File: config.mk
export PLATFORM = sky130hd
export DESIGN_NAME = partition_addr_translator
export DESIGN_NICKNAME = d
export VERILOG_FILES = /design/src/rtl/partition_pkg.sv /design/src/rtl/partition_table.sv /design/src/rtl/partition_addr_translator.sv
export SDC_FILE = /design/constraint.sdc
export NUM_CORES = 2
export LEC_CHECK = 0
export BUFFER_PORTS_ARGS = -buffer_cell sky130_fd_sc_hd__buf_2
export CORE_UTILIZATION = 35
export CTS_BUF_LIST = sky130_fd_sc_hd__clkbuf_4 sky130_fd_sc_hd__clkbuf_8 sky130_fd_sc_hd__clkbuf_16
export DETAILED_ROUTE_END_ITERATION = 12
export PLACE_DENSITY = 0.56
export SYNTH_ARGS = -nofsm -noshare
export SYNTH_HDL_FRONTEND = slang
export SYNTH_SLANG_ARGS = --single-unit
File: constraint.sdc
create_clock -name clk -period 8.4 [get_ports clk]
set_input_delay 0 -clock clk [delete_from_list [all_inputs] [get_ports clk]]
set_output_delay 0 -clock clk [all_outputs]
set_load 0.01 [all_outputs]
File: src/rtl/partition_pkg.sv
// Shared definitions for the partition address translator: FSM encodings,
// the supervisor (SO) table index and the reset partition layout.
package partition_pkg;

  localparam logic [1:0] IDLE = 2'd0;
  localparam logic [1:0] LOAD = 2'd1;
  localparam logic [1:0] ACK  = 2'd2;

  localparam int SO_IDX = 0;

  function automatic logic [63:0] reset_base(input int i, input int part_size);
    return 64'(i) * 64'(part_size);
  endfunction

endpackage

File: src/rtl/partition_table.sv
// Base/limit register file: one synchronous write port, one async read port.
// Entry i resets to base i*PART_SIZE, limit PART_SIZE; entry 0 (SO) resets to 0/0.
module partition_table
  import partition_pkg::*;
#(
  parameter int NUM_PROC  = 16,
  parameter int PART_SIZE = 150,
  parameter int ADDR_W    = 32,
  parameter int IDX_W     = $clog2(NUM_PROC)
) (
  input  logic              clk,
  input  logic              rst_n,
  input  logic              we,
  input  logic [IDX_W-1:0]  widx,
  input  logic [ADDR_W-1:0] wbase,
  input  logic [ADDR_W-1:0] wlimit,
  input  logic [IDX_W-1:0]  ridx,
  output logic [ADDR_W-1:0] rbase,
  output logic [ADDR_W-1:0] rlimit
);

  logic [ADDR_W-1:0] base_q  [NUM_PROC];
  logic [ADDR_W-1:0] limit_q [NUM_PROC];

  function automatic logic [ADDR_W-1:0] init_base(input int i);
    logic [63:0] v;
    v = reset_base(i, PART_SIZE);
    return v[ADDR_W-1:0];
  endfunction

  always_ff @(posedge clk or negedge rst_n) begin
    if (!rst_n) begin
      for (int i = 0; i < NUM_PROC; i++) begin
        base_q[i]  <= init_base(i);
        limit_q[i] <= (i == SO_IDX) ? '0 : PART_SIZE[ADDR_W-1:0];
      end
    end else if (we) begin
      base_q[widx]  <= wbase;
      limit_q[widx] <= wlimit;
    end
  end

  assign rbase  = base_q[ridx];
  assign rlimit = limit_q[ridx];

endmodule

File: src/rtl/partition_addr_translator.sv
// Logical-to-physical translation against the active partition, 1 registered cycle;
// no backpressure: requests and table writes arriving during a context switch are dropped.
module partition_addr_translator
  import partition_pkg::*;
#(
  parameter int NUM_PROC  = 16,
  parameter int PART_SIZE = 150,
  parameter int ADDR_W    = 32,
  parameter int IDX_W     = $clog2(NUM_PROC)
) (
  input  logic              clk,
  input  logic              rst_n,
  input  logic              switch_req,
  input  logic [IDX_W-1:0]  switch_idx,
  output logic              switch_ack,
  output logic              busy,
  output logic [IDX_W-1:0]  cur_idx,
  input  logic              cfg_we,
  input  logic [IDX_W-1:0]  cfg_idx,
  input  logic [ADDR_W-1:0] cfg_base,
  input  logic [ADDR_W-1:0] cfg_limit,
  input  logic              req_valid,
  input  logic [ADDR_W-1:0] req_addr,
  output logic              rsp_valid,
  output logic [ADDR_W-1:0] rsp_addr,
  output logic              rsp_fault,
  output logic              fault_sticky,
  input  logic              fault_clear
);

  localparam logic [IDX_W:0]   NUM_PROC_X = (IDX_W+1)'(NUM_PROC);
  localparam logic [IDX_W-1:0] SO         = IDX_W'(SO_IDX);

  logic [1:0]        state;
  logic [IDX_W-1:0]  lat_idx;
  logic [ADDR_W-1:0] act_base, act_limit;
  logic [ADDR_W-1:0] rbase, rlimit;
  logic [IDX_W-1:0]  ridx;
  logic [ADDR_W:0]   sum;
  logic idle, is_so, lat_bad, cfg_bad_idx, cfg_ok, cfg_fault;
  logic xl_fire, xl_fault, load_fault, fault_set;

  assign idle        = (state == IDLE);
  assign is_so       = (cur_idx == SO);
  assign lat_bad     = ({1'b0, lat_idx} >= NUM_PROC_X);
  assign ridx        = lat_bad ? SO : lat_idx;
  assign cfg_bad_idx = ({1'b0, cfg_idx} >= NUM_PROC_X);
  assign cfg_ok      = cfg_we && idle && is_so && !cfg_bad_idx;
  assign cfg_fault   = cfg_we && idle && (!is_so || cfg_bad_idx);

  // Carry-out faults even for the SO, which otherwise skips the limit check
  assign sum        = {1'b0, act_base} + {1'b0, req_addr};
  assign xl_fire    = req_valid && idle;
  assign xl_fault   = sum[ADDR_W] || (!is_so && (req_addr >= act_limit));
  assign load_fault = (state == LOAD) && lat_bad;
  assign fault_set  = (xl_fire && xl_fault) || cfg_fault || load_fault;

  assign busy       = !idle;
  assign switch_ack = (state == ACK);

  partition_table #(
    .NUM_PROC (NUM_PROC),
    .PART_SIZE(PART_SIZE),
    .ADDR_W   (ADDR_W),
    .IDX_W    (IDX_W)
  ) u_table (
    .clk   (clk),
    .rst_n (rst_n),
    .we    (cfg_ok),
    .widx  (cfg_idx),
    .wbase (cfg_base),
    .wlimit(cfg_limit),
    .ridx  (ridx),
    .rbase (rbase),
    .rlimit(rlimit)
  );

  always_ff @(posedge clk or negedge rst_n) begin
    if (!rst_n) begin
      state     <= IDLE;
      lat_idx   <= '0;
      cur_idx   <= '0;
      act_base  <= '0;
      act_limit <= '0;
    end else begin
      case (state)
        IDLE: begin
          if (switch_req) begin
            state   <= LOAD;
            lat_idx <= switch_idx;
          end
          // The SO edits its own entry: keep the active copy coherent
          if (cfg_ok && (cfg_idx == SO)) begin
            act_base  <= cfg_base;
            act_limit <= cfg_limit;
          end
        end
        LOAD: begin
          act_base  <= rbase;
          act_limit <= rlimit;
          cur_idx   <= ridx;
          state     <= ACK;
        end
        ACK:     state <= IDLE;
        default: state <= IDLE;
      endcase
    end
  end

  always_ff @(posedge clk or negedge rst_n) begin
    if (!rst_n) begin
      rsp_valid    <= 1'b0;
      rsp_addr     <= '0;
      rsp_fault    <= 1'b0;
      fault_sticky <= 1'b0;
    end else begin
      rsp_valid <= xl_fire;
      rsp_fault <= xl_fire && xl_fault;
      if (xl_fire) rsp_addr <= xl_fault ? '0 : sum[ADDR_W-1:0];
      if (fault_set)        fault_sticky <= 1'b1;
      else if (fault_clear) fault_sticky <= 1'b0;
    end
  end

endmodule

==> metrics.csv <==
metric,value,unit
Max VDD drop,0.192,mV
clk buf depth,3,
vias in the first global route,32000,
die width,390,um
Tcrit/Tclk final,56.4,%
placed cell areas,0.0555,mm^2
Syn Inst Count,3396,
fin util,40.7,%
"commonest non-fill, non-tap cell in the layout",mux2_2,
max-cap violation count,0,
RD Place Congestion,0.821,
final hold vios,0,
status,completed,
vias per cell,5.34,
initial core utilization,35.2,%
CP Class,reg2reg,
final non-filler cell area,0.0608,mm^2
most frequent cells in the layout,"1032 x mux2_2, 995 x dfrtp_1, 320 x mux4_2",
Post-Synthesis Cell Area,0.0527,mm^2
core area,0.150,mm^2
PortBufs,150,
Critical Path Start Type,flip-flop,
Critical Path AT,5.38,ns
Layout area overhead,15.4,%
setup_tns,0,ns
worst skew pair latency,0.77,ns
Tightest Pin Transition,1.19,ns
CTS tree,yes,
Flop pwr share,44.3,%
initial antenna violation count,14,
Mapped Nets,3571,
sequential cell area fraction in the yosys report,54.1,%
# rows,142,
first-pass GRT wire length,221000,um
final wirelength,148000,um
Clock Skew,0.0464,ns
total grt overflow,0,
Initial DRC Count,2199,
Ys Warns,0,
CTS Root Cell,clkbuf_16,
Avg Inst Size Synth,15.5,um^2
largest net degree at the start of global routing,158,
RSZ-0062 raised after global routing,false,
"Reg clk slew, reported paths",0.07,ns
Finish-stage setup viols,0,
Top Ports,151,
DRC viols,0,
Pins Over Slew Limit,0,
"Distinct cells, synth",60,
WL per Instance,26.0,um
setup bufs post-CTS,0,
Max-slew headroom,20.2,%
Die Height,390,um
area fraction of the dominant cell type after synthesis,47.4,%
Sw Ratio,28.7,%
Comb power frac,22.2,%
die area,0.152,mm^2
HP Class,in2reg,
Final ANT Viol Nets,0,
Post-layout nets,3734,
Clock power frac,33.5,%
Crit Path Max Fanout,17,
Total GRT Usage,19.7,%
largest cells by area after synthesis,"dfrtp_1 47%, mux2_2 22%, mux4_2 14%",
Setup crit end kind,flip-flop,
f_max,211,MHz
Detailed Place HPWL,85900,um
DR vias,30300,
commonest register cell after synthesis,dfrtp_1,
"EDFF count, synth",0,
drt pass-1 iters,5,
P_leak,28.3,nW
CTS H-tree lvls,3,
count of state elements after synthesis,1133,
number of clock sinks,1133,
layout cells sized above 1,53.2,%
internal power consumption,0.0116,W
min Tclk post-route,4.74,ns
Net Sw Power,0.00467,W
largest area contributor in the netlist,dfrtp_1,
Worst Path Required,9.04,ns
CTS Buf Count,120,
Synth async-reset ratio,100,%
pwr dens,268,mW/mm^2
[area by class of cell]
cell class / count / area, um^2
Fill cell: 13900 / 88800
Sequential cell: 1133 / 28500
Multi-Input combinational cell: 1947 / 23000
Clock buffer: 190 / 3700
Tap cell: 2016 / 2520
Timing Repair Buffer: 317 / 2470
Clock inverter: 36 / 417
Inverter: 40 / 150
Antenna cell: 3 / 7.51
[power by group through the flow]
stage | Combinational, W | Sequential [W] | Clock [W]
floorplan | 0.00261 | 0.00699 | 0
global placement | 0.00349 | 0.00729 | 0
detailed placement | 0.00354 | 0.00732 | 0
CTS | 0.00366 | 0.00723 | 0.00560
global route | 0.00394 | 0.00736 | 0.00582
finish | 0.00362 | 0.00723 | 0.00546
[worst max-delay path, cell delays in order (launching register included)]
cell and delay (ns):
dfrtp_1 0.35, ha_1 0.19, inv_1 0.06, fa_1 0.39
nand2b_1 0.18, a21o_1 0.18, a31oi_1 0.55, a211oi_2 0.25
o21bai_1 0.33, a41o_2 0.54, or2_1 0.75, o21ai_0 0.21
dlygate4sd3_1 0.60
[synthesized netlist by cell type, types with 2 or more instances]
| cell type | count |
|---|---|
| o31ai_2 | 2 |
| a211o_1 | 3 |
| o211ai_1 | 6 |
| a211oi_1 | 7 |
| and2_1 | 2 |
| a31oi_1 | 8 |
| and4_1 | 3 |
| buf_1 | 23 |
| nor3b_1 | 3 |
| nand2_1 | 127 |
| o21a_1 | 9 |
| o31ai_1 | 13 |
| nand2b_1 | 9 |
| o21bai_1 | 2 |
| clkbuf_1 | 177 |
| xor2_1 | 18 |
| nor2_1 | 26 |
| a2111o_1 | 3 |
| inv_1 | 40 |
| o21ai_2 | 10 |
| xnor2_1 | 9 |
| nand4_1 | 5 |
| and3_1 | 4 |
| mux2_2 | 1032 |
| nand3_1 | 18 |
| dfrtp_1 | 999 |
| mux4_2 | 320 |
| nor2b_1 | 4 |
| a21oi_1 | 38 |
| mux2i_1 | 64 |
| dfstp_2 | 134 |
| nor3_1 | 7 |
| ha_1 | 64 |
| o21ai_0 | 91 |
| a2111oi_0 | 2 |
| a21o_1 | 17 |
| buf_2 | 74 |
[per-stage QoR]
| stage | worst slack [ns] | hold slack, ns | total power, W | std cells |
|---|---|---|---|---|
| final | 3.66 | 0.0573 | 0.0163 | 5682 |
| after global routing | 3.41 | 0.0538 | 0.0171 | 5680 |
| after CTS | 3.70 | 0.00923 | 0.0165 | 5679 |
| after detailed placement | 4.22 | 0.0713 | 0.0109 | 5331 |
| after global placement | 4.25 | 0.0745 | 0.0108 | 5331 |
| after floorplan | 5.66 | -0.296 | 0.00961 | 3396 |
[repair_timing]
item | CTS | global route
setup endpoints to repair | 0 | 0
endpoints found under the hold margin | 1385 | 0
hold buffers | 122 | 0
gates resized for setup | 0 | 0
[per-layer routing]
layer | up-vias | global-route usage (%) | share of wire (%) | routed length, um
met1 | 16500 | 28.6 | 47 | 69700
li1 | 13000 | - | - | -
met2 | 617 | 29.8 | 45 | 66700
met3 | 163 | 4.37 | 5.7 | 8450
met5 | - | 0 | 0.041 | 60
met4 | 8 | 4.97 | 1.9 | 2850
[final timing paths]
| check | from | endpoint | slack (ns) | depth (start not counted) |
|---|---|---|---|---|
| setup / recovery | act_base[0]$_DFFE_PN0P_ | rsp_addr[31]$_DFFE_PN0P_ | 3.66 | 12 |
| hold / removal | switch_idx[2] | lat_idx[2]$_DFFE_PN0P_ | 0.06 | 3 |
| setup reg to reg | act_base[0]$_DFFE_PN0P_ | rsp_addr[31]$_DFFE_PN0P_ | 3.66 | 12 |
| hold reg to reg | rsp_addr[13]$_DFFE_PN0P_ | rsp_addr[13]$_DFFE_PN0P_ | 0.47 | 2 |
| max in group asynchronous | rst_n | u_table.base_q[476]$_DFFE_PN0P_ | 6.16 | 5 |
| min in group asynchronous | rst_n | u_table.base_q[296]$_DFFE_PN1P_ | 0.53 | 3 |
[logic make-up (layout without fill, tap and decap cells)]
kind of cell               after synthesis  count (layout)  synth area share [%]
muxes                                 1416            1416                  36.9
DFF                                   1133            1133                  54.1
buffers and inverters                  316             583                  2.46
AOI/OAI and AO/OA                      223             223                  2.66
and+or+nand+nor                        216             216                  1.85
adders and majority gates               65              65                  1.56
xor gates and xnor gates                27              27                 0.449
other                                    0               3                     0
[state kept, by name (all words and copies together) (netlist names), 2 cells and up]
| register | cells |
|---|---|
| u_table.base_q | 512 |
| u_table.limit_q | 512 |
| act_base | 32 |
| act_limit | 32 |
| rsp_addr | 32 |
| cur_idx | 4 |
| lat_idx | 4 |
| state | 2 |
Note: power is estimated with default switching activity, not from simulation.
